<file path="config.mk">
export PLATFORM = sky130hd
export DESIGN_NAME = reg_write_arbiter
export DESIGN_NICKNAME = d
export VERILOG_FILES = /design/src/rtl/regfile_pkg.sv /design/src/rtl/starve_counter.sv /design/src/rtl/reg_write_arbiter.sv
export SDC_FILE = /design/constraint.sdc
export NUM_CORES = 1
export LEC_CHECK = 0
export ABC_AREA = 0
export CAP_MARGIN = 30
export CORE_MARGIN = 2
export CORE_UTILIZATION = 41
export CTS_BUF_LIST = sky130_fd_sc_hd__clkbuf_4
export CTS_CLUSTER_SIZE = 14
export DETAILED_ROUTE_END_ITERATION = 10
export GPL_TIMING_DRIVEN = 0
export PLACE_DENSITY = 0.79
export SLEW_MARGIN = 20
export SYNTH_ARGS = -nofsm -noshare
export SYNTH_HDL_FRONTEND = slang
export SYNTH_HIERARCHICAL = 1
export SYNTH_SLANG_ARGS = --single-unit
</file>
<file path="constraint.sdc">
create_clock -name clk -period 6.75 [get_ports clk]
set_clock_uncertainty 0.2 [all_clocks]
set_input_delay 1.0125 -clock clk [delete_from_list [all_inputs] [get_ports clk]]
set_output_delay 1.0125 -clock clk [all_outputs]
set_load 0.02 [all_outputs]
</file>
<file path="src/rtl/regfile_pkg.sv">
// regfile_pkg: shared register-file geometry, address windows and requester ids
package regfile_pkg;
  localparam int DATA_W   = 16;
  localparam int ADDR_W   = 4;
  localparam int I2C_REG  = 6;
  localparam int PWM_BASE = 8;
  typedef enum logic [1:0] {REQ_CPU, REQ_I2C, REQ_ENV} req_e;
endpackage

</file>
<file path="src/rtl/starve_counter.sv">
// starve_counter: saturating wait counter; clk, rst(async low), i_inc, i_clr -> o_starved at LIMIT
module starve_counter #(
  parameter int LIMIT = 8
) (
  input  logic clk,
  input  logic rst,
  input  logic i_inc,
  input  logic i_clr,
  output logic o_starved
);
  localparam int CW = $clog2(LIMIT + 1);
  logic [CW-1:0] r_cnt;
  assign o_starved = r_cnt == CW'(LIMIT);
  always_ff @(posedge clk or negedge rst)
    if (!rst) r_cnt <= '0;
    else if (i_clr) r_cnt <= '0;
    else if (i_inc && !o_starved) r_cnt <= r_cnt + 1'b1;
endmodule

</file>
<file path="src/rtl/reg_write_arbiter.sv">
// reg_write_arbiter: cpu/i2c/env arbitration onto one registered regfile write port; ports cpu_*/i2c_*/env_* handshakes, write_en/wrData/DataIn, err_flag/err_clr
module reg_write_arbiter
  import regfile_pkg::*;
#(
  parameter int STARVE_LIMIT = 8
) (
  input  logic              clk,
  input  logic              rst,
  input  logic              cpu_valid,
  input  logic [ADDR_W-1:0] cpu_addr,
  input  logic [DATA_W-1:0] cpu_data,
  output logic              cpu_ready,
  input  logic              i2c_valid,
  input  logic [ADDR_W-1:0] i2c_addr,
  input  logic [DATA_W-1:0] i2c_data,
  output logic              i2c_ready,
  input  logic              env_valid,
  input  logic [ADDR_W-1:0] env_addr,
  input  logic [DATA_W-1:0] env_data,
  output logic              env_ready,
  output logic              write_en,
  output logic [ADDR_W-1:0] wrData,
  output logic [DATA_W-1:0] DataIn,
  output logic              err_flag,
  input  logic              err_clr
);
  req_e              w_sel, w_rr_sel;
  logic              w_any, w_st_i, w_st_e, w_i2c_starved, w_env_starved, w_viol, w_ok;
  logic [ADDR_W-1:0] w_addr;
  logic [DATA_W-1:0] w_data;
  logic              r_rr;
  starve_counter #(.LIMIT(STARVE_LIMIT)) u_i2c_cnt (
    .clk(clk), .rst(rst), .i_inc(i2c_valid & ~i2c_ready), .i_clr(~i2c_valid | i2c_ready),
    .o_starved(w_i2c_starved));
  starve_counter #(.LIMIT(STARVE_LIMIT)) u_env_cnt (
    .clk(clk), .rst(rst), .i_inc(env_valid & ~env_ready), .i_clr(~env_valid | env_ready),
    .o_starved(w_env_starved));
  // a saturated counter only pre-empts while its requester is still asking
  assign w_st_i   = i2c_valid & w_i2c_starved;
  assign w_st_e   = env_valid & w_env_starved;
  assign w_rr_sel = r_rr ? REQ_ENV : REQ_I2C;
  assign w_sel    = (w_st_i & w_st_e)         ? w_rr_sel :
                    w_st_i                    ? REQ_I2C  :
                    w_st_e                    ? REQ_ENV  :
                    cpu_valid                 ? REQ_CPU  :
                    (i2c_valid & env_valid)   ? w_rr_sel :
                    i2c_valid                 ? REQ_I2C  : REQ_ENV;
  assign w_any     = rst & (cpu_valid | i2c_valid | env_valid);
  assign cpu_ready = w_any & (w_sel == REQ_CPU);
  assign i2c_ready = w_any & (w_sel == REQ_I2C);
  assign env_ready = w_any & (w_sel == REQ_ENV);
  assign w_addr = (w_sel == REQ_CPU) ? cpu_addr : (w_sel == REQ_I2C) ? i2c_addr : env_addr;
  assign w_data = (w_sel == REQ_CPU) ? cpu_data : (w_sel == REQ_I2C) ? i2c_data : env_data;
  // writes to reg0 are silently dropped and never count as window violations
  assign w_viol = (w_addr != '0) &
                  ((i2c_ready & (w_addr != ADDR_W'(I2C_REG))) | (env_ready & (w_addr < ADDR_W'(PWM_BASE))));
  assign w_ok   = w_any & (w_addr != '0) & ~w_viol;
  always_ff @(posedge clk or negedge rst)
    if (!rst) begin
      write_en <= 1'b0;
      wrData   <= '0;
      DataIn   <= '0;
      err_flag <= 1'b0;
      r_rr     <= 1'b0;
    end else begin
      write_en <= w_ok;
      if (w_any) begin
        wrData <= w_addr;
        DataIn <= w_data;
      end
      if (w_viol) err_flag <= 1'b1;
      else if (err_clr) err_flag <= 1'b0;
      if (i2c_ready | env_ready) r_rr <= ~r_rr;
    end
endmodule
</file>
==> results.py <==
metrics = {
    "status": {
        "status": "finished clean",
    },
    "clock_network": {
        "htreeDepth": 2,
        "cts_made_buffers": 5,
        "cts.repair.resized": 0,
        "insertion_delay_ns": 0.34,
        "root_buffer": "clkbuf_4",
        "cts_tree": "yes",
        "cts.path.max_buffers": 2,
        "cts_num_sinks": 31,
        "clk_pin_slew_worst_paths_ns": 0.09,
        "cts_setup_buffers": 0,
        "cts_hold_buf": 0,
    },
    "worst_setup_path": {
        "r2r_setup_slack_ns": 3.93,
        "required_ns": 5.54,
        "crit_path_max_fanout": 10,
        "crit_type": "primary input to output port",
        "crit_arrival_ns": 3.12,
        "cp-start-kind": "primary input",
        "cp-end-kind": "output port",
    },
    "cells_and_area": {
        "final_layout_size_suffix_gt1_share_pct": 8.12,
        "area_delta_synth_final_pct": 53.2,
        "fill_cells": 405,
        "num_antenna_cells": 0,
        "fin_nets": 377,
        "design_area_um2": 3070,
    },
    "logic_synthesis": {
        "synth_area_um2": 2000,
        "yosysWarnings": 6,
        "avgSynthCellArea_um2": 9.53,
        "syn_nets": 280,
        "synth_fa_ha_area_share_pct": 2.50,
        "synthMuxAreaShare_pct": 13.7,
        "synthSimpleGateAreaFrac_pct": 14.6,
        "synth_xor_area_share_pct": 1.31,
        "yosysSeqAreaShare_pct": 38.8,
        "synth_top_family_by_area": "compound AO/OA/AOI/OAI gates",
        "synth_compound_area_share_pct": 24.5,
        "netlist_instances": 210,
        "synth_cell_types": 41,
        "synth_seq_cells": 31,
    },
    "die": {
        "core_area_um2": 4720,
        "start_util_pct": 42.4,
        "die_w_um": 73.9,
        "ios": 91,
        "die_h_um": 73.9,
        "dieArea_um2": 5460,
        "rows": 25,
    },
    "grt": {
        "grt_pass1_vias": 1829,
        "antenna_found_initial": 0,
        "grtUsageTotal_pct": 21.2,
        "overflow": 0,
        "grt_pass1_wl_um": 8830,
        "grt_max_degree": 24,
    },
    "power_and_ir_drop": {
        "p_leak_nw": 1.33,
        "p_sw_share_pct": 32.6,
        "power.share.combinational_pct": 37.4,
        "power.share.clock_pct": 24.4,
        "peakVddDrop_mv": 0.125,
        "p_seq_share_pct": 38.2,
        "internal_power_w": 0.000407,
        "powerDensity_nw_per_um2": 196,
        "p_switching_w": 0.000196,
    },
    "sta": {
        "finalCritPeriodShare_pct": 64.2,
        "fmax_mhz": 231,
        "timing.slew.headroom_pct": 63.7,
        "setup_viol": 0,
        "rsz0062_at_grt": "false",
        "finalMaxSlewViolations": 0,
        "fin_crit_ns": 4.33,
        "whs_ns": 0.284,
        "final_hold_viol_count": 0,
        "final.setup.tns_ns": 0,
        "worst_slew_pin_slew_ns": 0.542,
    },
    "route": {
        "drtPass1Iterations": 4,
        "wl_per_cell_um": 14.7,
        "via_per_inst": 5.11,
        "ant_nets": 0,
        "drc": 0,
        "drt_iter0_markers": 80,
        "via_count": 1915,
        "drt_wl_total_um": 5510,
    },
    "min_path": {
        "worstHoldPathType": "flop to flop",
    },
    "placed_design": {
        "post-dp-hpwl_um": 4260,
        "routabilityCongestion": 0.812,
        "dpl_cell_area_um2": 2990,
        "numPortBuffers": 89,
    },
    "flow_run": {
        "cap_violations": 0,
    },
}
-- cells by family after synthesis --
| logic type | count (synthesis) |
|---|---|
| compound gates | 63 |
| simple gates | 62 |
| flops | 31 |
| mux | 26 |
| buf+inv | 21 |
| fa+ha+maj | 4 |
| xor+xnor | 3 |
-- worst paths after layout --
check | startpoint | end | cells after the start
hold reg to reg | DataIn[2] | DataIn[2] | 1
hold / removal | DataIn[2] | DataIn[2] | 1
max in group asynchronous | rst | u_env_cnt/r_cnt[0] | 2
setup / recovery | env_valid | cpu_ready | 5
setup reg to reg | u_i2c_cnt/r_cnt[0] | u_i2c_cnt/r_cnt[0] | 11
min in group asynchronous | rst | u_i2c_cnt/r_cnt[0] | 1
-- cells in the mapped netlist --
master / count / area, um^2
mux2i_1: 21 / 210
a21o_1: 16 / 120
a211oi_2: 1 / 12.5
a21oi_1: 2 / 10.0
nand2b_1: 5 / 31.3
nand4_1: 2 / 12.5
o31ai_1: 1 / 7.51
nand2_1: 17 / 63.8
o31ai_2: 1 / 12.5
clkbuf_1: 7 / 26.3
or3b_1: 3 / 26.3
a211oi_1: 16 / 120
o21ai_2: 2 / 17.5
buf_4: 2 / 15.0
ha_1: 4 / 50.1
mux2_4: 2 / 30.0
nor3_1: 1 / 5.00
and4bb_1: 1 / 12.5
and2_1: 1 / 6.26
o2111ai_1: 1 / 8.76
mux2_1: 3 / 33.8
nor2_4: 1 / 11.3
nor2_1: 29 / 109
dfrtp_1: 31 / 776
xor2_1: 3 / 26.3
a31oi_1: 1 / 6.26
o21ai_0: 3 / 15.0
a21oi_2: 2 / 17.5
a31oi_2: 1 / 12.5
o21bai_1: 1 / 7.51
nor3b_1: 1 / 7.51
o2bb2ai_1: 2 / 17.5
a211o_1: 2 / 17.5
o221ai_2: 1 / 15.0
buf_6: 1 / 11.3
a21boi_2: 2 / 22.5
o21ai_1: 5 / 25.0
inv_1: 11 / 41.3
or3_1: 1 / 6.26
a221o_1: 1 / 10.0
o21a_1: 2 / 15.0
-- sequential cells by signal, indices dropped and copies added (netlist names) --
signal           cells
write_en             1
err_flag             1
r_rr                 1
u_env_cnt/r_cnt      4
DataIn              16
u_i2c_cnt/r_cnt      4
wrData               4
-- cells in the final DEF (no fill, tap or decap), types with 3 or more instances in the layout --
| master | count |
|---|---|
| mux2_1 | 3 |
| o21ai_1 | 5 |
| a21o_1 | 16 |
| nand2b_1 | 5 |
| xor2_1 | 3 |
| or3b_1 | 3 |
| mux2i_1 | 21 |
| nor2_1 | 29 |
| ha_1 | 4 |
| clkbuf_1 | 7 |
| inv_1 | 11 |
| clkbuf_4 | 5 |
| nand2_1 | 17 |
| o21ai_0 | 3 |
| clkdlybuf4s50_1 | 88 |
| a211oi_1 | 16 |
| dfrtp_1 | 31 |
-- critical path, cell delays in order --
cell	delay (ns)
clkdlybuf4s50_1	0.57
o31ai_2	0.53
clkbuf_1	0.36
nor2_1	0.09
clkdlybuf4s50_1	0.56
-- final cells by class --
type | count | area [um^2] | share of cell area, %
flip-flops and latches | 31 | 776 | 25.3
clock buffers | 5 | 37.5 | 1.22
plain buffers | 10 | 52.6 | 1.71
clock inverters | 3 | 38.8 | 1.26
inverters | 11 | 41.3 | 1.35
multi-input cells | 158 | 1130 | 36.9
repair buffers | 90 | 906 | 29.5
well taps | 67 | 83.8 | 2.73
-- stage by stage --
step           setup WS, ns  instances  total power [W]  util [%]
4_1_cts                2.42        375         0.000607      65.0
5_1_grt                2.27        375         0.000632      65.0
3_5_place_dp           2.42        367         0.000460      63.3
3_3_place_gp           1.32        366         0.000455      63.0
2_1_floorplan          3.51        210         0.000351         -
6_report               2.42        375         0.000603      65.0
-- power groups by stage --
stage          logic (W)  registers (W)  clock network (W)
4_1_cts         0.000228       0.000230           0.000149
2_1_floorplan  0.0000944       0.000256                  0
6_report        0.000225       0.000231           0.000147
3_3_place_gp    0.000222       0.000233                  0
5_1_grt         0.000243       0.000234           0.000155
3_5_place_dp    0.000226       0.000233                  0
-- layer usage --
layer	GRT usage (%)	routed length (um)	vias to the layer above
met5	0	0	-
li1	-	-	952
met2	33.9	2790	55
met4	6.67	85	0
met3	5.90	302	9
met1	27.8	2330	899
Power figures use the tool's default switching activity.
